[config.mk]
export PLATFORM = sky130hd
export DESIGN_NAME = palette_bank_flat
export DESIGN_NICKNAME = d
export VERILOG_FILES = /design/src/rtl/palette_bank_if.sv /design/src/rtl/palette_bank.sv /design/src/flat_wrapper.sv
export SDC_FILE = /design/constraint.sdc
export NUM_CORES = 2
export LEC_CHECK = 0
export BUFFER_PORTS_ARGS = -buffer_cell sky130_fd_sc_hd__buf_2
export CAP_MARGIN = 30
export CORE_MARGIN = 2
export CORE_UTILIZATION = 40
export CTS_CLUSTER_DIAMETER = 30
export DETAILED_ROUTE_END_ITERATION = 8
export GPL_ROUTABILITY_DRIVEN = 0
export SETUP_SLACK_MARGIN = 0.1
export SYNTH_ARGS = -nofsm -noshare
export SYNTH_HDL_FRONTEND = slang
export SYNTH_SLANG_ARGS = --single-unit
[constraint.sdc]
create_clock -name Clk -period 8.9 [get_ports Clk]
set_clock_uncertainty 0.2 [all_clocks]
set_input_delay 0.445 -clock Clk [delete_from_list [all_inputs] [get_ports Clk]]
set_output_delay 0.445 -clock Clk [all_outputs]
set_load 0.01 [all_outputs]
[src/rtl/palette_bank_if.sv]
// Pixel-lookup, palette-write and fade-control bundle for palette_bank.
// The master modport is the requester side; the slave modport is the palette itself.
interface palette_bank_if #(
  parameter int unsigned IDX_W  = 4,
  parameter int unsigned BANK_W = 2
);
  logic              wr_en;
  logic [BANK_W-1:0] wr_bank;
  logic [IDX_W-1:0]  wr_idx;
  logic [23:0]       wr_rgb;

  logic              pix_valid;
  logic [BANK_W-1:0] pix_bank;
  logic [IDX_W-1:0]  pix_idx;

  logic              frame_tick;
  logic              fade_start;
  logic              fade_dir;

  logic              out_valid;
  logic [7:0]        Red;
  logic [7:0]        Green;
  logic [7:0]        Blue;
  logic              out_transparent;
  logic              fade_busy;
  logic [3:0]        fade_level;

  modport master (
    output wr_en, wr_bank, wr_idx, wr_rgb,
    output pix_valid, pix_bank, pix_idx,
    output frame_tick, fade_start, fade_dir,
    input  out_valid, Red, Green, Blue, out_transparent, fade_busy, fade_level
  );

  modport slave (
    input  wr_en, wr_bank, wr_idx, wr_rgb,
    input  pix_valid, pix_bank, pix_idx,
    input  frame_tick, fade_start, fade_dir,
    output out_valid, Red, Green, Blue, out_transparent, fade_busy, fade_level
  );
endinterface

[src/rtl/palette_bank.sv]
// Multi-bank run-time-writable RGB palette with pipelined lookup,
// transparent-index flag and a frame-ticked global fade to/from black.
module palette_bank #(
  parameter int unsigned IDX_W      = 4,
  parameter int unsigned NUM_BANKS  = 3,
  parameter int unsigned BANK_W     = 2,
  parameter int unsigned TRANSP_IDX = 0,
  parameter int unsigned FADE_DIV   = 4
) (
  input logic           Clk,
  input logic           Reset,
  palette_bank_if.slave bus
);

  localparam int unsigned DEPTH   = 1 << IDX_W;
  localparam int unsigned CNT_W   = (FADE_DIV > 1) ? $clog2(FADE_DIV) : 1;
  localparam logic [3:0]  LVL_MAX = 4'd8;
  localparam logic [3:0]  LVL_MIN = 4'd0;

  typedef enum logic {
    IDLE,
    FADING
  } state_t;

  logic [23:0] mem [NUM_BANKS][DEPTH];

  logic        wr_ok;
  logic [23:0] rd_rgb;
  logic        rd_transp;

  logic        s1_valid;
  logic [23:0] s1_rgb;
  logic        s1_transp;
  logic [3:0]  s1_level;

  logic        s2_valid;
  logic [7:0]  s2_r;
  logic [7:0]  s2_g;
  logic [7:0]  s2_b;
  logic        s2_transp;

  logic        out_valid_q;
  logic [7:0]  red_q;
  logic [7:0]  green_q;
  logic [7:0]  blue_q;
  logic        transp_q;

  state_t      state;
  state_t      state_nxt;
  logic [CNT_W-1:0] tick_cnt;
  logic [CNT_W-1:0] cnt_nxt;
  logic [3:0]  level_q;
  logic [3:0]  level_nxt;
  logic        dir_up;
  logic        dir_nxt;
  logic [3:0]  target;
  logic        busy_q;

  // Channel scale: (c * level) >> 3, level 8 is unity, truncating.
  function automatic logic [7:0] scale(input logic [7:0] c, input logic [3:0] lvl);
    logic [11:0] prod;
    prod  = 12'(c) * 12'(lvl);
    scale = 8'(prod >> 3);
  endfunction

  always_comb begin
    wr_ok = bus.wr_en && (32'(bus.wr_bank) < NUM_BANKS);
  end

  // Palette storage; out-of-range bank writes are dropped.
  always_ff @(posedge Clk) begin
    if (Reset) begin
      for (int b = 0; b < int'(NUM_BANKS); b++) begin
        for (int i = 0; i < int'(DEPTH); i++) begin
          mem[b][i] <= 24'h000000;
        end
      end
    end else if (wr_ok) begin
      mem[bus.wr_bank][bus.wr_idx] <= bus.wr_rgb;
    end
  end

  // Combinational read sees pre-edge contents, so a same-cycle write returns the old value.
  always_comb begin
    rd_rgb    = 24'h000000;
    rd_transp = 1'b0;
    if (32'(bus.pix_bank) < NUM_BANKS) begin
      rd_rgb    = mem[bus.pix_bank][bus.pix_idx];
      rd_transp = (32'(bus.pix_idx) == TRANSP_IDX);
    end
  end

  // Stage 1: capture entry, transparency and the fade level in force at this edge.
  always_ff @(posedge Clk) begin
    if (Reset) begin
      s1_valid  <= 1'b0;
      s1_rgb    <= 24'h000000;
      s1_transp <= 1'b0;
      s1_level  <= LVL_MAX;
    end else begin
      s1_valid <= bus.pix_valid;
      if (bus.pix_valid) begin
        s1_rgb    <= rd_rgb;
        s1_transp <= rd_transp;
        s1_level  <= level_q;
      end
    end
  end

  // Stage 2: apply the fade scale per channel.
  always_ff @(posedge Clk) begin
    if (Reset) begin
      s2_valid  <= 1'b0;
      s2_r      <= 8'h00;
      s2_g      <= 8'h00;
      s2_b      <= 8'h00;
      s2_transp <= 1'b0;
    end else begin
      s2_valid <= s1_valid;
      if (s1_valid) begin
        s2_r      <= scale(s1_rgb[23:16], s1_level);
        s2_g      <= scale(s1_rgb[15:8], s1_level);
        s2_b      <= scale(s1_rgb[7:0], s1_level);
        s2_transp <= s1_transp;
      end
    end
  end

  // Output register; colour and transparency hold while no pixel is presented.
  always_ff @(posedge Clk) begin
    if (Reset) begin
      out_valid_q <= 1'b0;
      red_q       <= 8'h00;
      green_q     <= 8'h00;
      blue_q      <= 8'h00;
      transp_q    <= 1'b0;
    end else begin
      out_valid_q <= s2_valid;
      if (s2_valid) begin
        red_q    <= s2_r;
        green_q  <= s2_g;
        blue_q   <= s2_b;
        transp_q <= s2_transp;
      end
    end
  end

  // Fade FSM state register.
  always_ff @(posedge Clk) begin
    if (Reset) begin
      state    <= IDLE;
      tick_cnt <= '0;
      level_q  <= LVL_MAX;
      dir_up   <= 1'b0;
      busy_q   <= 1'b0;
    end else begin
      state    <= state_nxt;
      tick_cnt <= cnt_nxt;
      level_q  <= level_nxt;
      dir_up   <= dir_nxt;
      busy_q   <= (state_nxt == FADING);
    end
  end

  // Fade FSM next state; a tick arriving with the start pulse is not counted.
  always_comb begin
    state_nxt = state;
    cnt_nxt   = tick_cnt;
    level_nxt = level_q;
    dir_nxt   = dir_up;
    target    = LVL_MIN;
    case (state)
      IDLE: begin
        if (bus.fade_start) begin
          target = bus.fade_dir ? LVL_MAX : LVL_MIN;
          if (level_q != target) begin
            dir_nxt   = bus.fade_dir;
            cnt_nxt   = '0;
            state_nxt = FADING;
          end
        end
      end
      FADING: begin
        target = dir_up ? LVL_MAX : LVL_MIN;
        if (bus.frame_tick) begin
          if (tick_cnt == CNT_W'(FADE_DIV - 1)) begin
            cnt_nxt   = '0;
            level_nxt = dir_up ? (level_q + 4'd1) : (level_q - 4'd1);
            if (level_nxt == target) begin
              state_nxt = IDLE;
            end
          end else begin
            cnt_nxt = tick_cnt + CNT_W'(1);
          end
        end
      end
      default: state_nxt = IDLE;
    endcase
  end

  assign bus.out_valid       = out_valid_q;
  assign bus.Red             = red_q;
  assign bus.Green           = green_q;
  assign bus.Blue            = blue_q;
  assign bus.out_transparent = transp_q;
  assign bus.fade_busy       = busy_q;
  assign bus.fade_level      = level_q;

endmodule

[src/flat_wrapper.sv]
// flat-port wrapper written by rule: the top's interface ports become plain ports
module palette_bank_flat 
#(
  parameter int unsigned IDX_W      = 4,
  parameter int unsigned NUM_BANKS  = 3,
  parameter int unsigned BANK_W     = 2,
  parameter int unsigned TRANSP_IDX = 0,
  parameter int unsigned FADE_DIV   = 4
)
  (Clk, Reset, bus_wr_en, bus_wr_bank, bus_wr_idx, bus_wr_rgb, bus_pix_valid, bus_pix_bank, bus_pix_idx, bus_frame_tick, bus_fade_start, bus_fade_dir, bus_out_valid, bus_Red, bus_Green, bus_Blue, bus_out_transparent, bus_fade_busy, bus_fade_level);
  palette_bank_if #(.IDX_W(IDX_W), .BANK_W(BANK_W)) bus_i ();
  input logic Clk;
  input logic Reset;
  input wire logic [$bits(bus_i.wr_en)-1:0] bus_wr_en;
  input wire logic [$bits(bus_i.wr_bank)-1:0] bus_wr_bank;
  input wire logic [$bits(bus_i.wr_idx)-1:0] bus_wr_idx;
  input wire logic [$bits(bus_i.wr_rgb)-1:0] bus_wr_rgb;
  input wire logic [$bits(bus_i.pix_valid)-1:0] bus_pix_valid;
  input wire logic [$bits(bus_i.pix_bank)-1:0] bus_pix_bank;
  input wire logic [$bits(bus_i.pix_idx)-1:0] bus_pix_idx;
  input wire logic [$bits(bus_i.frame_tick)-1:0] bus_frame_tick;
  input wire logic [$bits(bus_i.fade_start)-1:0] bus_fade_start;
  input wire logic [$bits(bus_i.fade_dir)-1:0] bus_fade_dir;
  output wire logic [$bits(bus_i.out_valid)-1:0] bus_out_valid;
  output wire logic [$bits(bus_i.Red)-1:0] bus_Red;
  output wire logic [$bits(bus_i.Green)-1:0] bus_Green;
  output wire logic [$bits(bus_i.Blue)-1:0] bus_Blue;
  output wire logic [$bits(bus_i.out_transparent)-1:0] bus_out_transparent;
  output wire logic [$bits(bus_i.fade_busy)-1:0] bus_fade_busy;
  output wire logic [$bits(bus_i.fade_level)-1:0] bus_fade_level;
  assign bus_i.wr_en = bus_wr_en;
  assign bus_i.wr_bank = bus_wr_bank;
  assign bus_i.wr_idx = bus_wr_idx;
  assign bus_i.wr_rgb = bus_wr_rgb;
  assign bus_i.pix_valid = bus_pix_valid;
  assign bus_i.pix_bank = bus_pix_bank;
  assign bus_i.pix_idx = bus_pix_idx;
  assign bus_i.frame_tick = bus_frame_tick;
  assign bus_i.fade_start = bus_fade_start;
  assign bus_i.fade_dir = bus_fade_dir;
  assign bus_out_valid = bus_i.out_valid;
  assign bus_Red = bus_i.Red;
  assign bus_Green = bus_i.Green;
  assign bus_Blue = bus_i.Blue;
  assign bus_out_transparent = bus_i.out_transparent;
  assign bus_fade_busy = bus_i.fade_busy;
  assign bus_fade_level = bus_i.fade_level;
  palette_bank #(.IDX_W(IDX_W), .NUM_BANKS(NUM_BANKS), .BANK_W(BANK_W), .TRANSP_IDX(TRANSP_IDX), .FADE_DIV(FADE_DIV)) u_core (.Clk(Clk), .Reset(Reset), .bus(bus_i));
endmodule
=== Word level (Yosys, flattened, before mapping) ===
Memories as Yosys holds them, arrays and structs flattened.
Cells that the tools add are included.

* Output and inout port bits: 31
* Input port bits: 43
* Register bits: 90
* Latch bits: 0
* Memories: 1
* Bits in read-only memories: 0
* Memory bits (writable): 1152

* Add/subtract/negate cells: 3
* Reduce and logical (&&, ||, !) cells: 7
* Equal/unequal tests: 6
* Divide/modulo/power cells: 0
* Multiply operators: 3
* Bitwise operators: 3
* Order comparisons: 5
* Shifts and indexed selects: 0
* Muxes and demuxes: 29

{| class="wikitable"
|+ Memory list
! memory !! words !! width !! rd ports !! clocked after memory_dff !! wr ports !! line !! source
|-
| u_core.mem || 3 || 384 || 1 || 0 || 3 || palette_bank.sv:25 || <nowiki>logic [23:0] mem [NUM_BANKS][DEPTH];</nowiki>
|}

{| class="wikitable"
|+ Operators with widths
! cell !! number
|-
| $mux W384 || 3
|-
| $reduce_or A384 Y1 || 1
|-
| $bmux W24 S4 || 1
|-
| $demux W24 S4 || 1
|-
| $mux W24 || 4
|-
| $mul A8 B4 Y11 || 3
|-
| $mux W4 || 3
|-
| $ge A5 B5 Y1 const B || 2
|-
| $mux W1 || 10
|-
| $mux W2 || 5
|-
| $not A4 Y5 || 2
|-
| $reduce_and A3 Y1 || 3
|-
| $lt A5 B1 Y1 const B || 1
|-
| $add A4 B1 Y4 const B || 1
|-
| $eq A4 B4 Y1 || 1
|-
| $logic_not A4 Y1 || 1
|-
| $lt A2 B2 Y1 const B || 2
|-
| $ne A2 B2 Y1 const B || 2
|-
| $ne A4 B4 Y1 || 1
|-
| $pmux W2 S2 || 1
|-
| $sub A4 B1 Y4 const B || 1
|-
| $add A2 B1 Y2 const B || 1
|-
| $eq A2 B2 Y1 const B || 1
|-
| $logic_and A1 B1 Y1 || 2
|-
| other kinds (3) || 3
|}

=== Logic depth before layout (Yosys ltp) ===
* Word-level depth: 8
* Gate-level depth with buffers: 13
* Depth with buffers taken out: 12

=== Worst setup path after synthesis ===
Ideal clock, no wire load.

* Kind: flip-flop to flip-flop
* Start: register u_core.s1_level[3]
* End: register u_core.s2_b[7]
* Required time: 8.618 ns
* Arrival time: 3.353 ns
* Setup slack: 5.265 ns
* Path buffers: 1
* Clock period less this slack: 3.635 ns
* Stages on the path, launching flop included: 14
* Cells stage by stage: dfxtp_1 > clkbuf_1 > nand2_1 > fa_1 > inv_1 > fa_1 > inv_1 > fa_1 > nor2b_1 > o21ai_0 > a21boi_0 > o21ai_0 > a2111o_1 > o221ai_1

* Longest elaborated chain between the ends: 1

{| class="wikitable"
|+ RTL lines
! item !! line !! source
|-
| start, declared || palette_bank.sv:34 || <nowiki>logic [3:0] s1_level;</nowiki>
|-
| start signal, assigned || palette_bank.sv:105 || <nowiki>s1_level <= level_q;</nowiki>
|-
| $mul A8 B4 Y11 || palette_bank.sv:62 || <nowiki>prod = 12'(c) * 12'(lvl);</nowiki>
|-
| end signal, assigned || palette_bank.sv:123 || <nowiki>s2_b <= scale(s1_rgb[7:0], s1_level);</nowiki>
|-
| end, declared || palette_bank.sv:39 || <nowiki>logic [7:0] s2_b;</nowiki>
|}

Every way passes these cells.
A chain may end at the register's enable or synchronous reset.

=== Worst setup path in the final report ===
Ends and elaborated chain as after synthesis.

==> flow_summary.yaml <==
yosys:
  ys.flop_type: "edfxtp_1"
  synth_cell_types: 60
  synth.avg_cell_area_um2: 17.0
  synth-edff-count: 1536
  synth_top_area_frac: 0.675
  netlist_top_cells_count: "1536 x edfxtp_1, 868 x nor2_1, 455 x mux4_2, 242 x clkbuf_1, 100 x nand2_1"
  ys_seq_area_frac: 0.701
  synth_top_cell_by_area: "edfxtp_1"
  yosys_warnings: 0
  syn_area_um2: 68400
  yosys.cell_count.top_type: "edfxtp_1"
  syn_inst: 4030
  ys_seq_elements: 1626
  ys_top_cells_by_area: "edfxtp_1 67%, mux4_2 15%, nor2_1 4.8%, dfxtp_1 2.6%, clkbuf_1 1.3%"
  async_flop_share: 0
die:
  core_area_um2: 170000
  rows: 151
  die_w_um: 417
  dieArea_um2: 174000
  ios: 74
  start_util: 0.403
  fp.dieH_um: 417
grt:
  first_global_vias: 39900
  grt_util_all_layers: 0.213
  antenna_found_initial: 12
  grt_max_degree: 132
  globalRouteOverflowTotal: 0
  grt_pass1_wl_mm: 271
sta:
  fin_setup_tns_ns: 0
  rsz0062_at_grt: "no"
  worst_pin_slew_ns: 1.06
  drv_slew: 0
  period_minus_slack_ns: 4.20
  fin_ws_ns: 4.70
  finalSetupViolCount: 0
  hold_viol: 0
  relSlewSlack: 0.296
  fmax_mhz: 238
  fin_crit_sh: 0.472
  whs_ns: 0.0564
routing:
  routed_via_density: 5.40
  antenna_left: 0
  wl_met2_mm: 90.2
  highest_layer: "met5"
  drc: 0
  first_iter_violations: 4293
  wl_per_cell_um: 25.7
  dr_total_vias: 38600
  met1Wirelength_mm: 73.5
  firstDrtPassIters: 7
  finalWirelength_mm: 183
  dr_wl_met3_mm: 14.0
power_and_ir_drop:
  ir_worst_vdd_mv: 0.166
  p_total_uw: 23300
  power.leakage_uw: 0.0296
  cellPowerDensity_nw_per_um2: 274
flow_run:
  drv_cap: 0
clock_tree:
  clockRootBuffer: "clkbuf_16"
  clk_latency_ns: 0.92
  tritoncts: "yes"
  numClockSinks: 1626
  cts_max_path_buffers: 4
  cts_buffers: 352
  clk_pin_slew_ns: 0.05
  h-tree-depth: 5
  cts_setup_buffers: 0
worst_setup_path:
  cp-end-kind: "flip-flop"
  cp_max_fo: 25
  startpoint_type: "flip-flop"
  worstSetupPathType: "flip-flop to flip-flop"
  crit_arrival_ns: 4.82
  critPathRequiredTime_ns: 9.52
cells_and_area:
  drive_above_1_share: 0.262
  area_growth_pct: 24.2
  post-route-util: 0.501
  nNetsFinal: 4772
  multi_input_area_um2: 20400
  seq_area_um2: 47900
  nFillCells: 13900
placement:
  dp_slack_ns: 4.59
  port-buffer-count: 73
  hpwl_mm: 110
run_status:
  status: "finished, final reports clean"
min_path:
  min_path_type: "input pin to flip-flop"
[worst paths after layout]
| kind | cells past startpoint | endpoint | slack (ns) | startpoint |
|---|---|---|---|---|
| min reg2reg | 2 | u_core.s2_r[0]$_SDFFE_PP0P_ | 0.28 | u_core.s2_r[0]$_SDFFE_PP0P_ |
| min | 4 | u_core.mem[0][121]$_SDFFCE_PN0P_ | 0.06 | bus_wr_rgb[1] |
| max | 12 | u_core.s2_b[7]$_SDFFE_PP0P_ | 4.70 | u_core.s1_level[3]$_SDFFE_PP1P_ |
| max reg2reg | 12 | u_core.s2_b[7]$_SDFFE_PP0P_ | 4.70 | u_core.s1_level[3]$_SDFFE_PP1P_ |
[power breakdown]
group / leakage (uW) / internal [uW] / switching (uW)
Clock: 0.00566 / 8700 / 4150
Sequential: 0.0153 / 8920 / 177
Combinational: 0.00863 / 547 / 793
Total: 0.0296 / 18200 / 5120
[what timing repair did]
action / 4_1_cts / 5_1_grt
gates resized for setup: 0 / 0
hold buffers: 22 / 0
hold endpoints to repair: 148 / 0
[final cells by class]
type	count	share of cell area
flip-flops and latches	1626	0.564
multi-input cells	2379	0.240
clock buffers	389	0.108
well taps	2218	0.0327
clock inverters	237	0.0311
repair buffers	212	0.0208
inverters	81	0.00361
diodes	3	0.0000884
[per-stage QoR]
| stage | cells | instance area [um^2] |
|---|---|---|
| 3_5_place_dp | 6490 | 72800 |
| 4_1_cts | 7138 | 84800 |
| 6_report | 7145 | 84900 |
| 3_3_place_gp | 6482 | 72600 |
| 5_1_grt | 7144 | 84900 |
| 2_1_floorplan | 4413 | 69800 |
[state kept, by name, indices dropped and copies added (netlist names), 2 cells and up]
register	cells
u_core.mem	1536
u_core.s1_rgb	24
u_core.bus.Blue	8
u_core.bus.Green	8
u_core.bus.Red	8
u_core.s2_b	8
u_core.s2_g	8
u_core.s2_r	8
u_core.bus.fade_level	4
u_core.s1_level	4
u_core.tick_cnt	2
[worst max-delay path: stages, from the launching register on]
cell and delay, ns:
dfxtp_1 0.86, nand2_1 0.17, fa_1 0.57, inv_1 0.05
fa_1 0.56, inv_1 0.07, fa_1 0.45, nor2b_1 0.12
o21ai_0 0.10, a21boi_0 0.33, o21ai_0 0.18, a2111o_1 0.39
o221ai_1 0.07
[per-layer routing]
metal / vias to the layer above / track usage
li1: 16300 / -
met1: 20200 / 0.285
met2: 1699 / 0.351
met3: 369 / 0.0382
met4: 2 / 0.0742
met5: - / 0
[cells in the final DEF, fill, tap and decap left out, types with 10 or more instances in the layout]
| cell | Yosys | final |
|---|---|---|
| conb_1 | 1 | 384 |
| and2_1 | 58 | 58 |
| a211oi_1 | 11 | 11 |
| inv_1 | 80 | 79 |
| nand2b_1 | 41 | 38 |
| nor3b_1 | 14 | 14 |
| o22ai_1 | 12 | 12 |
| nand2_1 | 100 | 100 |
| dfxtp_1 | 90 | 90 |
| mux2i_1 | 82 | 82 |
| a21oi_1 | 38 | 37 |
| mux2_2 | 20 | 20 |
| or2_2 | 32 | 32 |
| ha_1 | 40 | 40 |
| o21ai_0 | 17 | 17 |
| dlygate4sd3_1 | 0 | 22 |
| fa_1 | 37 | 37 |
| buf_4 | 14 | 102 |
| nor2_4 | 0 | 17 |
| nor3_1 | 12 | 11 |
| nor2b_1 | 14 | 13 |
| clkinv_4 | 0 | 29 |
| mux4_2 | 455 | 455 |
| clkinvlp_4 | 0 | 45 |
| clkbuf_16 | 0 | 359 |
| clkinv_2 | 0 | 51 |
| bufinv_16 | 0 | 46 |
| inv_6 | 0 | 21 |
| nor2_1 | 868 | 851 |
| nand3_1 | 10 | 10 |
| a22oi_1 | 36 | 36 |
| edfxtp_1 | 1536 | 1536 |
| xnor2_1 | 11 | 11 |
| clkinv_1 | 1 | 40 |
| buf_2 | 45 | 68 |
| clkbuf_1 | 242 | 26 |
[cell families after synthesis]
group           count (synthesis)  share of synthesized area
mux                           557                      0.165
compound gates                163                     0.0159
simple gates                 1181                     0.0731
flops                        1626                      0.701
fa+ha+maj                      77                     0.0182
buf+inv                       408                     0.0244
xor+xnor                       17                    0.00218
other cells                     1                  0.0000549
Power figures use the tool's default switching activity.
